## src/rtl/halut_pkg.sv

```systemverilog
// Shared definitions for the HALUT result collector: default tile geometry,
// result word width and the read-side state encoding.
package halut_pkg;

  // Rows per tile (power of two, at least 2).
  localparam int DecoderUnits = 4;

  // FP32 result word width.
  localparam int ResultWidth = 32;

  // Read-side streaming state.
  typedef enum logic {
    IDLE   = 1'b0,
    STREAM = 1'b1
  } collector_state_t;

endpackage : halut_pkg

```

## src/rtl/halut_result_collector_if.sv

```systemverilog
// Downstream valid/ready stream of the result collector: one result word per
// handshake, tagged with its row index and an end-of-tile marker.
interface halut_result_collector_if #(
  parameter int ResultWidth  = 32,
  parameter int DecAddrWidth = 2
);

  logic [ResultWidth-1:0]  data;
  logic [DecAddrWidth-1:0] m_addr;
  logic                    last;
  logic                    valid;
  logic                    ready;

  // Producer side (the collector).
  modport master (
    output data,
    output m_addr,
    output last,
    output valid,
    input  ready
  );

  // Consumer side.
  modport slave (
    input  data,
    input  m_addr,
    input  last,
    input  valid,
    output ready
  );

endinterface : halut_result_collector_if

```

## src/rtl/halut_result_bank.sv

```systemverilog
// One tile buffer of the result collector: DecoderUnits result registers,
// a per-row filled mask and a full flag. The bank turns full on the write
// that completes the mask; the mask is cleared at that point so the bank is
// ready to collect again as soon as the reader frees it.
module halut_result_bank
  import halut_pkg::*;
#(
  parameter int DecoderUnits = halut_pkg::DecoderUnits,
  parameter int ResultWidth  = halut_pkg::ResultWidth,
  parameter int DecAddrWidth = $clog2(DecoderUnits)
) (
  input  logic                    clk_i,
  input  logic                    rst_ni,
  input  logic                    wr_en_i,
  input  logic [DecAddrWidth-1:0] wr_addr_i,
  input  logic [ResultWidth-1:0]  wr_data_i,
  input  logic                    free_i,
  input  logic [DecAddrWidth-1:0] rd_addr_i,
  output logic [ResultWidth-1:0]  rd_data_o,
  output logic                    full_o,
  output logic                    done_o
);

  logic [ResultWidth-1:0]  mem_q [DecoderUnits];
  logic [ResultWidth-1:0]  mem_d [DecoderUnits];
  logic [DecoderUnits-1:0] mask_q, mask_d;
  logic [DecoderUnits-1:0] mask_next;
  logic [DecoderUnits-1:0] row_bit;
  logic                    full_q, full_d;
  logic                    done;

  // Next storage, mask and full flag; a free in the same cycle as the
  // completing write cannot happen because a full bank only accepts writes
  // after being freed, and one write cannot complete a multi-row tile.
  always_comb begin
    mem_d     = mem_q;
    mask_d    = mask_q;
    full_d    = full_q;
    done      = 1'b0;
    row_bit   = '0;
    row_bit[wr_addr_i] = 1'b1;
    mask_next = mask_q | row_bit;
    if (free_i) begin
      full_d = 1'b0;
    end
    if (wr_en_i) begin
      mem_d[wr_addr_i] = wr_data_i;
      if (&mask_next) begin
        mask_d = '0;
        full_d = 1'b1;
        done   = 1'b1;
      end else begin
        mask_d = mask_next;
      end
    end
  end

  // Control state: mask and full flag, cleared by reset.
  always_ff @(posedge clk_i) begin
    if (!rst_ni) begin
      mask_q <= '0;
      full_q <= 1'b0;
    end else begin
      mask_q <= mask_d;
      full_q <= full_d;
    end
  end

  // Result storage: never reset, only meaningful under the mask/full flag.
  always_ff @(posedge clk_i) begin
    mem_q <= mem_d;
  end

  assign rd_data_o = mem_q[rd_addr_i];
  assign full_o    = full_q;
  assign done_o    = done;

endmodule : halut_result_bank

```

## src/rtl/halut_result_collector.sv

```systemverilog
// HALUT result collector: gathers per-row results from the multi-decoder
// stage into one of two tile banks (ping-pong) and streams each completed
// tile downstream in row order over a valid/ready handshake. Words arriving
// while the target bank is still full are dropped and flagged on drop_o.
//
// Optional build macro: HALUT_COLLECTOR_DROP_CNT_EN adds drop_cnt_o, a
// 16-bit saturating count of dropped words.
module halut_result_collector
  import halut_pkg::*;
#(
  parameter int DecoderUnits = halut_pkg::DecoderUnits,
  parameter int ResultWidth  = halut_pkg::ResultWidth,
  parameter int DecAddrWidth = $clog2(DecoderUnits)
) (
  input  logic                    clk_i,
  input  logic                    rst_ni,
  input  logic [ResultWidth-1:0]  result_i,
  input  logic                    valid_i,
  input  logic [DecAddrWidth-1:0] m_addr_i,
  halut_result_collector_if.master out_if,
  output logic                    drop_o
`ifdef HALUT_COLLECTOR_DROP_CNT_EN
  ,
  output logic [15:0]             drop_cnt_o
`endif
);

  localparam logic [DecAddrWidth-1:0] LastRow = DecAddrWidth'(DecoderUnits - 1);

  logic [1:0]              bank_full;
  logic [1:0]              bank_done;
  logic [1:0]              bank_free;
  logic [1:0]              bank_wr_en;
  logic [ResultWidth-1:0]  bank_rd_data [2];

  logic                    wr_sel_q, wr_sel_d;
  logic                    rd_sel_q, rd_sel_d;
  logic                    wr_ok;
  logic                    free_now;
  logic                    drop_q, drop_d;

  collector_state_t        state_q, state_d;
  logic [DecAddrWidth-1:0] rd_idx_q, rd_idx_d;
  logic [DecAddrWidth-1:0] m_addr_q, m_addr_d;
  logic [ResultWidth-1:0]  data_q, data_d;
  logic                    valid_q, valid_d;
  logic                    last_q, last_d;

  // Write side: route the incoming word to the bank being filled. A bank
  // released by the final read handshake this cycle already accepts the
  // write, so the free takes precedence over the full check.
  always_comb begin
    free_now            = (state_q == STREAM) && out_if.ready && last_q;
    bank_free           = '0;
    bank_free[rd_sel_q] = free_now;
    wr_ok               = !bank_full[wr_sel_q] || bank_free[wr_sel_q];
    bank_wr_en          = '0;
    bank_wr_en[wr_sel_q] = valid_i && wr_ok;
    drop_d              = valid_i && !wr_ok;
  end

  // Fill pointer advances on the write that completes the current bank.
  always_comb begin
    wr_sel_d = wr_sel_q ^ bank_done[wr_sel_q];
  end

  // Read FSM next state: wait for a full bank, then walk its rows; the
  // final handshake hands the bank back to the write side.
  always_comb begin
    state_d  = state_q;
    rd_idx_d = rd_idx_q;
    rd_sel_d = rd_sel_q;
    unique case (state_q)
      IDLE: begin
        if (bank_full[rd_sel_q]) begin
          state_d  = STREAM;
          rd_idx_d = '0;
        end
      end
      STREAM: begin
        if (out_if.ready) begin
          if (last_q) begin
            state_d  = IDLE;
            rd_idx_d = '0;
            rd_sel_d = ~rd_sel_q;
          end else begin
            rd_idx_d = rd_idx_q + DecAddrWidth'(1);
          end
        end
      end
      default: state_d = IDLE;
    endcase
    valid_d  = (state_d == STREAM);
    last_d   = (state_d == STREAM) && (rd_idx_d == LastRow);
    m_addr_d = (state_d == STREAM) ? rd_idx_d : '0;
  end

  // Output word: the row about to be presented; zero while idle. The read
  // bank does not change while streaming, so reloading every cycle keeps
  // the word stable under backpressure.
  always_comb begin
    data_d = (state_d == STREAM) ? bank_rd_data[rd_sel_q] : '0;
  end

  // Control and registered outputs.
  always_ff @(posedge clk_i) begin
    if (!rst_ni) begin
      state_q  <= IDLE;
      rd_idx_q <= '0;
      rd_sel_q <= 1'b0;
      wr_sel_q <= 1'b0;
      valid_q  <= 1'b0;
      last_q   <= 1'b0;
      m_addr_q <= '0;
      data_q   <= '0;
      drop_q   <= 1'b0;
    end else begin
      state_q  <= state_d;
      rd_idx_q <= rd_idx_d;
      rd_sel_q <= rd_sel_d;
      wr_sel_q <= wr_sel_d;
      valid_q  <= valid_d;
      last_q   <= last_d;
      m_addr_q <= m_addr_d;
      data_q   <= data_d;
      drop_q   <= drop_d;
    end
  end

  halut_result_bank #(
    .DecoderUnits (DecoderUnits),
    .ResultWidth  (ResultWidth),
    .DecAddrWidth (DecAddrWidth)
  ) u_bank0 (
    .clk_i     (clk_i),
    .rst_ni    (rst_ni),
    .wr_en_i   (bank_wr_en[0]),
    .wr_addr_i (m_addr_i),
    .wr_data_i (result_i),
    .free_i    (bank_free[0]),
    .rd_addr_i (rd_idx_d),
    .rd_data_o (bank_rd_data[0]),
    .full_o    (bank_full[0]),
    .done_o    (bank_done[0])
  );

  halut_result_bank #(
    .DecoderUnits (DecoderUnits),
    .ResultWidth  (ResultWidth),
    .DecAddrWidth (DecAddrWidth)
  ) u_bank1 (
    .clk_i     (clk_i),
    .rst_ni    (rst_ni),
    .wr_en_i   (bank_wr_en[1]),
    .wr_addr_i (m_addr_i),
    .wr_data_i (result_i),
    .free_i    (bank_free[1]),
    .rd_addr_i (rd_idx_d),
    .rd_data_o (bank_rd_data[1]),
    .full_o    (bank_full[1]),
    .done_o    (bank_done[1])
  );

`ifdef HALUT_COLLECTOR_DROP_CNT_EN
  logic [15:0] drop_cnt_q, drop_cnt_d;

  // Saturating count of dropped words.
  always_comb begin
    drop_cnt_d = drop_cnt_q;
    if (drop_d && (drop_cnt_q != 16'hFFFF)) begin
      drop_cnt_d = drop_cnt_q + 16'd1;
    end
  end

  // Drop counter register.
  always_ff @(posedge clk_i) begin
    if (!rst_ni) begin
      drop_cnt_q <= '0;
    end else begin
      drop_cnt_q <= drop_cnt_d;
    end
  end

  assign drop_cnt_o = drop_cnt_q;
`endif

  assign out_if.valid  = valid_q;
  assign out_if.data   = data_q;
  assign out_if.m_addr = m_addr_q;
  assign out_if.last   = last_q;
  assign drop_o        = drop_q;

endmodule : halut_result_collector

```

## src/flat_wrapper.sv

```systemverilog
// flat-port wrapper written by rule: the top's interface ports become plain ports
module halut_result_collector_flat import halut_pkg::*;
#(
  parameter int DecoderUnits = halut_pkg::DecoderUnits,
  parameter int ResultWidth  = halut_pkg::ResultWidth,
  parameter int DecAddrWidth = $clog2(DecoderUnits)
)
  (clk_i, rst_ni, result_i, valid_i, m_addr_i, drop_o, out_if_data, out_if_m_addr, out_if_last, out_if_valid, out_if_ready);
  halut_result_collector_if #(.ResultWidth(ResultWidth), .DecAddrWidth(DecAddrWidth)) out_if_i ();
  input  logic clk_i;
  input  logic rst_ni;
  input  logic [ResultWidth-1:0] result_i;
  input  logic valid_i;
  input  logic [DecAddrWidth-1:0] m_addr_i;
  output logic drop_o;
  output wire logic [$bits(out_if_i.data)-1:0] out_if_data;
  output wire logic [$bits(out_if_i.m_addr)-1:0] out_if_m_addr;
  output wire logic [$bits(out_if_i.last)-1:0] out_if_last;
  output wire logic [$bits(out_if_i.valid)-1:0] out_if_valid;
  input wire logic [$bits(out_if_i.ready)-1:0] out_if_ready;
  assign out_if_data = out_if_i.data;
  assign out_if_m_addr = out_if_i.m_addr;
  assign out_if_last = out_if_i.last;
  assign out_if_valid = out_if_i.valid;
  assign out_if_i.ready = out_if_ready;
  halut_result_collector #(.DecoderUnits(DecoderUnits), .ResultWidth(ResultWidth), .DecAddrWidth(DecAddrWidth)) u_core (.clk_i(clk_i), .rst_ni(rst_ni), .result_i(result_i), .valid_i(valid_i), .m_addr_i(m_addr_i), .out_if(out_if_i), .drop_o(drop_o));
endmodule
```

## config.mk

```make
export PLATFORM = sky130hd
export DESIGN_NAME = halut_result_collector_flat
export DESIGN_NICKNAME = d
export VERILOG_FILES = /design/src/rtl/halut_pkg.sv /design/src/rtl/halut_result_collector_if.sv /design/src/rtl/halut_result_bank.sv /design/src/rtl/halut_result_collector.sv /design/src/flat_wrapper.sv
export SDC_FILE = /design/constraint.sdc
export NUM_CORES = 1
export LEC_CHECK = 0
export BUFFER_PORTS_ARGS = -buffer_cell sky130_fd_sc_hd__buf_2
export CAP_MARGIN = 20
export CORE_MARGIN = 5
export CORE_UTILIZATION = 40
export CTS_BUF_LIST = sky130_fd_sc_hd__clkbuf_16
export DETAILED_ROUTE_END_ITERATION = 10
export GPL_ROUTABILITY_DRIVEN = 0
export PLACE_DENSITY_LB_ADDON = 0.2
export SKIP_LAST_GASP = 1
export SYNTH_ARGS = -nofsm -noshare
export SYNTH_HDL_FRONTEND = slang
export SYNTH_HIERARCHICAL = 1
export SYNTH_SLANG_ARGS = --single-unit
```

## constraint.sdc

```tcl
create_clock -name clk_i -period 12.72 [get_ports clk_i]
set_clock_uncertainty 0.05 [all_clocks]
set_input_delay 2.544 -clock clk_i [delete_from_list [all_inputs] [get_ports clk_i]]
set_output_delay 2.544 -clock clk_i [all_outputs]
set_load 0.005 [all_outputs]
```

=== Word-level counts from Yosys, hierarchy flattened ===
Cells that the tools add are included.

* Bits in registers: 307
* Logic and storage cells: 105

* Bitwise operators: 10
* Magnitude comparators: 10
* Equality and inequality tests: 1
* Reductions and logical operators: 16
* Multiplexer cells: 47
* Add/sub/neg operators: 1

{| class="wikitable"
|+ Operator list
! cell !! count
|-
| $bwmux 128 || 2
|-
| $mux 32 || 8
|-
| $bmux 32 s2 || 2
|-
| $demux 32 s2 || 1
|-
| $mux 1 || 24
|-
| $logic_and 1x1->1 || 9
|-
| $mux 4 || 2
|-
| $or 4x4->4 || 2
|-
| $reduce_and 4->1 || 2
|-
| $ge 3x3->1 const B || 2
|-
| $mux 2 || 3
|-
| $not 2->3 || 2
|-
| $and 2x2->2 || 2
|-
| $lt 1x2->1 const B || 2
|-
| $pmux 2 s2 || 1
|-
| $lt 2x3->1 const B || 1
|-
| $lt 3x1->1 const B || 1
|-
| $reduce_and 3->1 || 1
|-
| $add 2x1->2 const B || 1
|-
| $demux 1 s1 || 2
|-
| $demux 1 s2 || 1
|-
| $eq 2x2->1 const B || 1
|-
| $ge 1x1->1 const B || 2
|-
| $ge 2x1->1 const B || 1
|-
| 8 further kinds || 10
|}

=== Depth between registers and ports, before layout ===
* Word-level depth: 14
* Mapped depth: 9

=== Cells and area by module ===
The synthesis kept the hierarchy.

{| class="wikitable"
|+ Modules (own cells, without submodules)
! module !! instances !! cells each !! area each (um^2)
|-
| halut_result_bank || 2 || 194 || 4911.0
|-
| halut_result_collector || 1 || 152 || 1599.0
|}

=== Worst setup path after synthesis ===
No wires, ideal clock.

* Path type: input to register
* From: input port out_if_ready
* To: register u_core.u_bank0.mask_q[0]
* Required time: 12.591 ns
* Data arrival time: 5.904 ns
* Stages: 5
* Setup slack: 6.687 ns
* Cells stage by stage: nand4b_1 -> a21oi_1 -> nor3b_1 -> o21ai_0 -> a21oi_1

* Cells in the longest elaborated chain, start to end: 8

{| class="wikitable"
|+ Ends and longest elaborated chain
! element !! line !! RTL
|-
| start: declaration || flat_wrapper.sv:20 || <nowiki>input wire logic [$bits(out_if_i.ready)-1:0] out_if_ready;</nowiki>
|-
| $logic_and 1x1->1 (2 in a row) || halut_result_collector.sv:53 || <nowiki>free_now = (state_q == STREAM) && out_if.ready && last_q;</nowiki>
|-
| $and 2x2->2 (no source line) || -- ||
|-
| $mux 1 (not written as such) (2 in a row) || halut_result_collector.sv:56 || <nowiki>wr_ok = !bank_full[wr_sel_q] || bank_free[wr_sel_q];</nowiki>
|-
| $logic_or 1x1->1 || halut_result_collector.sv:56 ||
|-
| $logic_and 1x1->1 || halut_result_collector.sv:58 || <nowiki>bank_wr_en[wr_sel_q] = valid_i && wr_ok;</nowiki>
|-
| $and 2x2->2 (no source line) || -- ||
|-
| named net u_core.bank_wr_en[0] || halut_result_collector.sv:33 || <nowiki>logic [1:0] bank_wr_en;</nowiki>
|-
| end signal: assignment || halut_result_bank.sv:64 || <nowiki>mask_q <= mask_d;</nowiki>
|-
| end: declaration || halut_result_bank.sv:26 || <nowiki>logic [DecoderUnits-1:0] mask_q, mask_d;</nowiki>
|}

The timed path passes the listed nets, and every way through them passes these cells. The select of a mux whose other input is x is not followed.
A chain may end at the register's enable or synchronous reset.

==> out/summary.txt <==
RSZ-0062 raised after global routing - false
worst vdd ir - 0.0000896 V
CTS clk-pin slew, worst paths - 60 ps
Mapped Cells - 540
Rel. slew slack - 29.5%
TritonCTS Buffers - 34
Final setup viols - 0
core region area - 0.0280 mm²
Syn Area/Cell - 21.1 µm²
final hold vios - 0
Syn Nets - 578
post-CTS setup buffers - 0
Starting Density - 40.8%
max-capacitance violation count - 0
CTS tree - built
XOR/XNOR share of the synthesized area - 0%
Fmax - 0.207 GHz
pin count of the biggest net entering global routing - 65
hold wc startpoint - u_core/u_bank1/full_o
area added between synthesis and finish - 15.2%
Seq cells post-synth - 307
post-DP HPWL - 11,800 µm
most frequent cells in the layout - edfxtp_1, buf_2, mux4_2
Vias/cell - 5.09
Slew Viols, Final - 0
placed cells - 979
antenna-violating nets left - 0
top cells by area, synth - edfxtp_1, mux4_2, dfxtp_1, mux2i_1, nor2_1
CP Max Fanout - 46
Congestion Overflow GR - 0
Setup CP Type - in -> reg
most common cell after layout, fill and taps aside - edfxtp_1
H-tree depth - 2
Final period util - 37.9%
Startpoint Class - input port
DR pass1 iterations - 5
Die Wd - 179 µm
Pwr Density - 153 mW/mm²
post-CTS sizing - 0
initial antenna violation count - 2
Post-Route WL - 21,900 µm
status - complete, no violations
Reg2Reg Launch Point - u_core/rd_sel_q
LEAKAGE - 4.38 nW
PortBufs - 74
Routed WL per cell - 21.0 µm
DRC - 0
Hold Path Sink - u_core/drop_o
Netlist cell types - 35
Max Buffers Root-to-Sink - 3
CP required - 13,030 ps
Yosys top cell by area - edfxtp_1
netlist area before placement - 0.0114 mm²
drt initial violations - 352
die area - 0.0320 mm²
num ports - 75
YS warnings - 6
Non-Filler Instances - 1,042
Hold WC Path Type - reg -> reg
Reg area - 0.00871 mm²
Synth Area in Simple Gates - 3.24%
FF-to-FF End - u_core/wr_sel_q
Total Routing Usage GR - 14.1%
fill cell count - 2,374
worst path arrival time - 5130 ps
Synth Area in Adders - 0%
post-synthesis compound-gate area fraction - 2.19%
CTS root buffer - clkbuf_16
cell depth of the worst hold path - 2
area of the multi-input gates - 0.00248 mm²
register area share after synthesis - 76.2%
proportion of synthesized area in mux cells - 16.0%
Worst-Skew Late Latency - 490 ps
hold buffers post-CTS - 0
vias in the first global route - 5,682
vias - 5,308
Reg2Reg Depth - 8
Fin Setup TNS - 0 ps
largest family of logic cells by synthesized area - multiplexers
share of cells above drive strength 1 - 30.3%
first-pass GRT wire length - 33,900 µm
# rows - 61
nets@finish - 675
die height - 179 µm
R2R Setup Slk - 9520 ps
clk sinks - 307
Tightest Pin Transition - 1060 ps
Worst setup EP type - flop
top-area cell type share of the netlist area - 67.3%
Final min period - 4820 ps
==> synthesized netlist by cell type, drive strengths merged <==
master and instances:
edfxtp 256, mux4 64, dfxtp 51, mux2i 36, nor2 33, buf 22, a21oi 12, o21ai 8
inv 6, nand2 5, and3b 4, nand3 4, nor3b 4, a21boi 3, and2 3, nand2b 3
nand3b 3, nand4 3, o211a 3, o211ai 3, a32o 2, and3 2, nor2b 2, o21a 2
and4bb 1, mux2 1, nand4b 1, nor4bb 1, o31a 1, o31ai 1
==> cell type report <==
class | instances | area share [%]
sequential | 307 | 66.2
antenna | 1 | 0.0190
clock inverter | 25 | 0.799
inverter | 6 | 0.171
clock buffer | 37 | 7.04
tap | 378 | 3.59
timing repair buffer | 83 | 3.33
multi-input combinational | 205 | 18.9
==> sequential cells by signal, summed over array words and instances, names as in the netlist, 2 cells and up <==
register and flops:
u_core/u_bank0/mask_q 4, u_core/rd_idx_q 2, u_core/u_bank1/mask_q 4, u_core/out_if.data 32
u_core/out_if.m_addr 2, u_core/u_bank1/mem_q 128, u_core/u_bank0/mem_q 128
==> critical path, stage by stage <==
cell and delay, ps:
buf_2 140, nor4bb_1 270, a21oi_1 120, nand2_4 350, buf_4 800, mux4_1 660
mux2i_1 150, nor2_1 60
==> where the power goes <==
part           switching [mW]  internal, mW  leakage (nW)  total [mW]
sequential            0.00332          1.10          2.74        1.11
combinational          0.0243        0.0115          1.09      0.0359
clock                   0.356         0.520         0.556       0.876
==> per-stage QoR <==
step	setup WS [ps]	cell area [µm²]	util, %	power (mW)	hold WS [ps]
after floorplan	6690	11400	-	1.14	427
after global placement	7270	12100	43.3	1.16	470
after detailed placement	7280	12100	43.3	1.17	474
after CTS	7780	13200	47.0	2.05	475
after global routing	7560	13200	47.0	2.10	545
final	7900	13200	47.0	2.02	481
==> logic make-up after synthesis <==
| family | Yosys count |
|---|---|
| mux | 101 |
| simple gates | 69 |
| buf+inv | 28 |
| compound gates | 35 |
| flops | 307 |
==> metal layers <==
metal  GRT usage [%]  up-vias  routed length (µm)
met5               0        -                  27
met4            3.87        4                 372
met3            3.16       34                1650
met2            23.5      165               10900
met1            18.9     2705                8910
li1                -     2400                   -
==> worst max path at each step <==
stage / startpoint / to / slack (ps)
floorplan: out_if_ready / u_core/u_bank0/mask_q[0] / 6690
global placement: out_if_ready / u_core/out_if.data[17] / 7270
detailed placement: out_if_ready / u_core/out_if.data[29] / 7280
CTS: out_if_ready / u_core/out_if.data[17] / 7780
global route: out_if_ready / u_core/out_if.data[17] / 7560
finish: out_if_ready / u_core/out_if.data[17] / 7900
No activity file was read; power rests on OpenSTA's default activity.
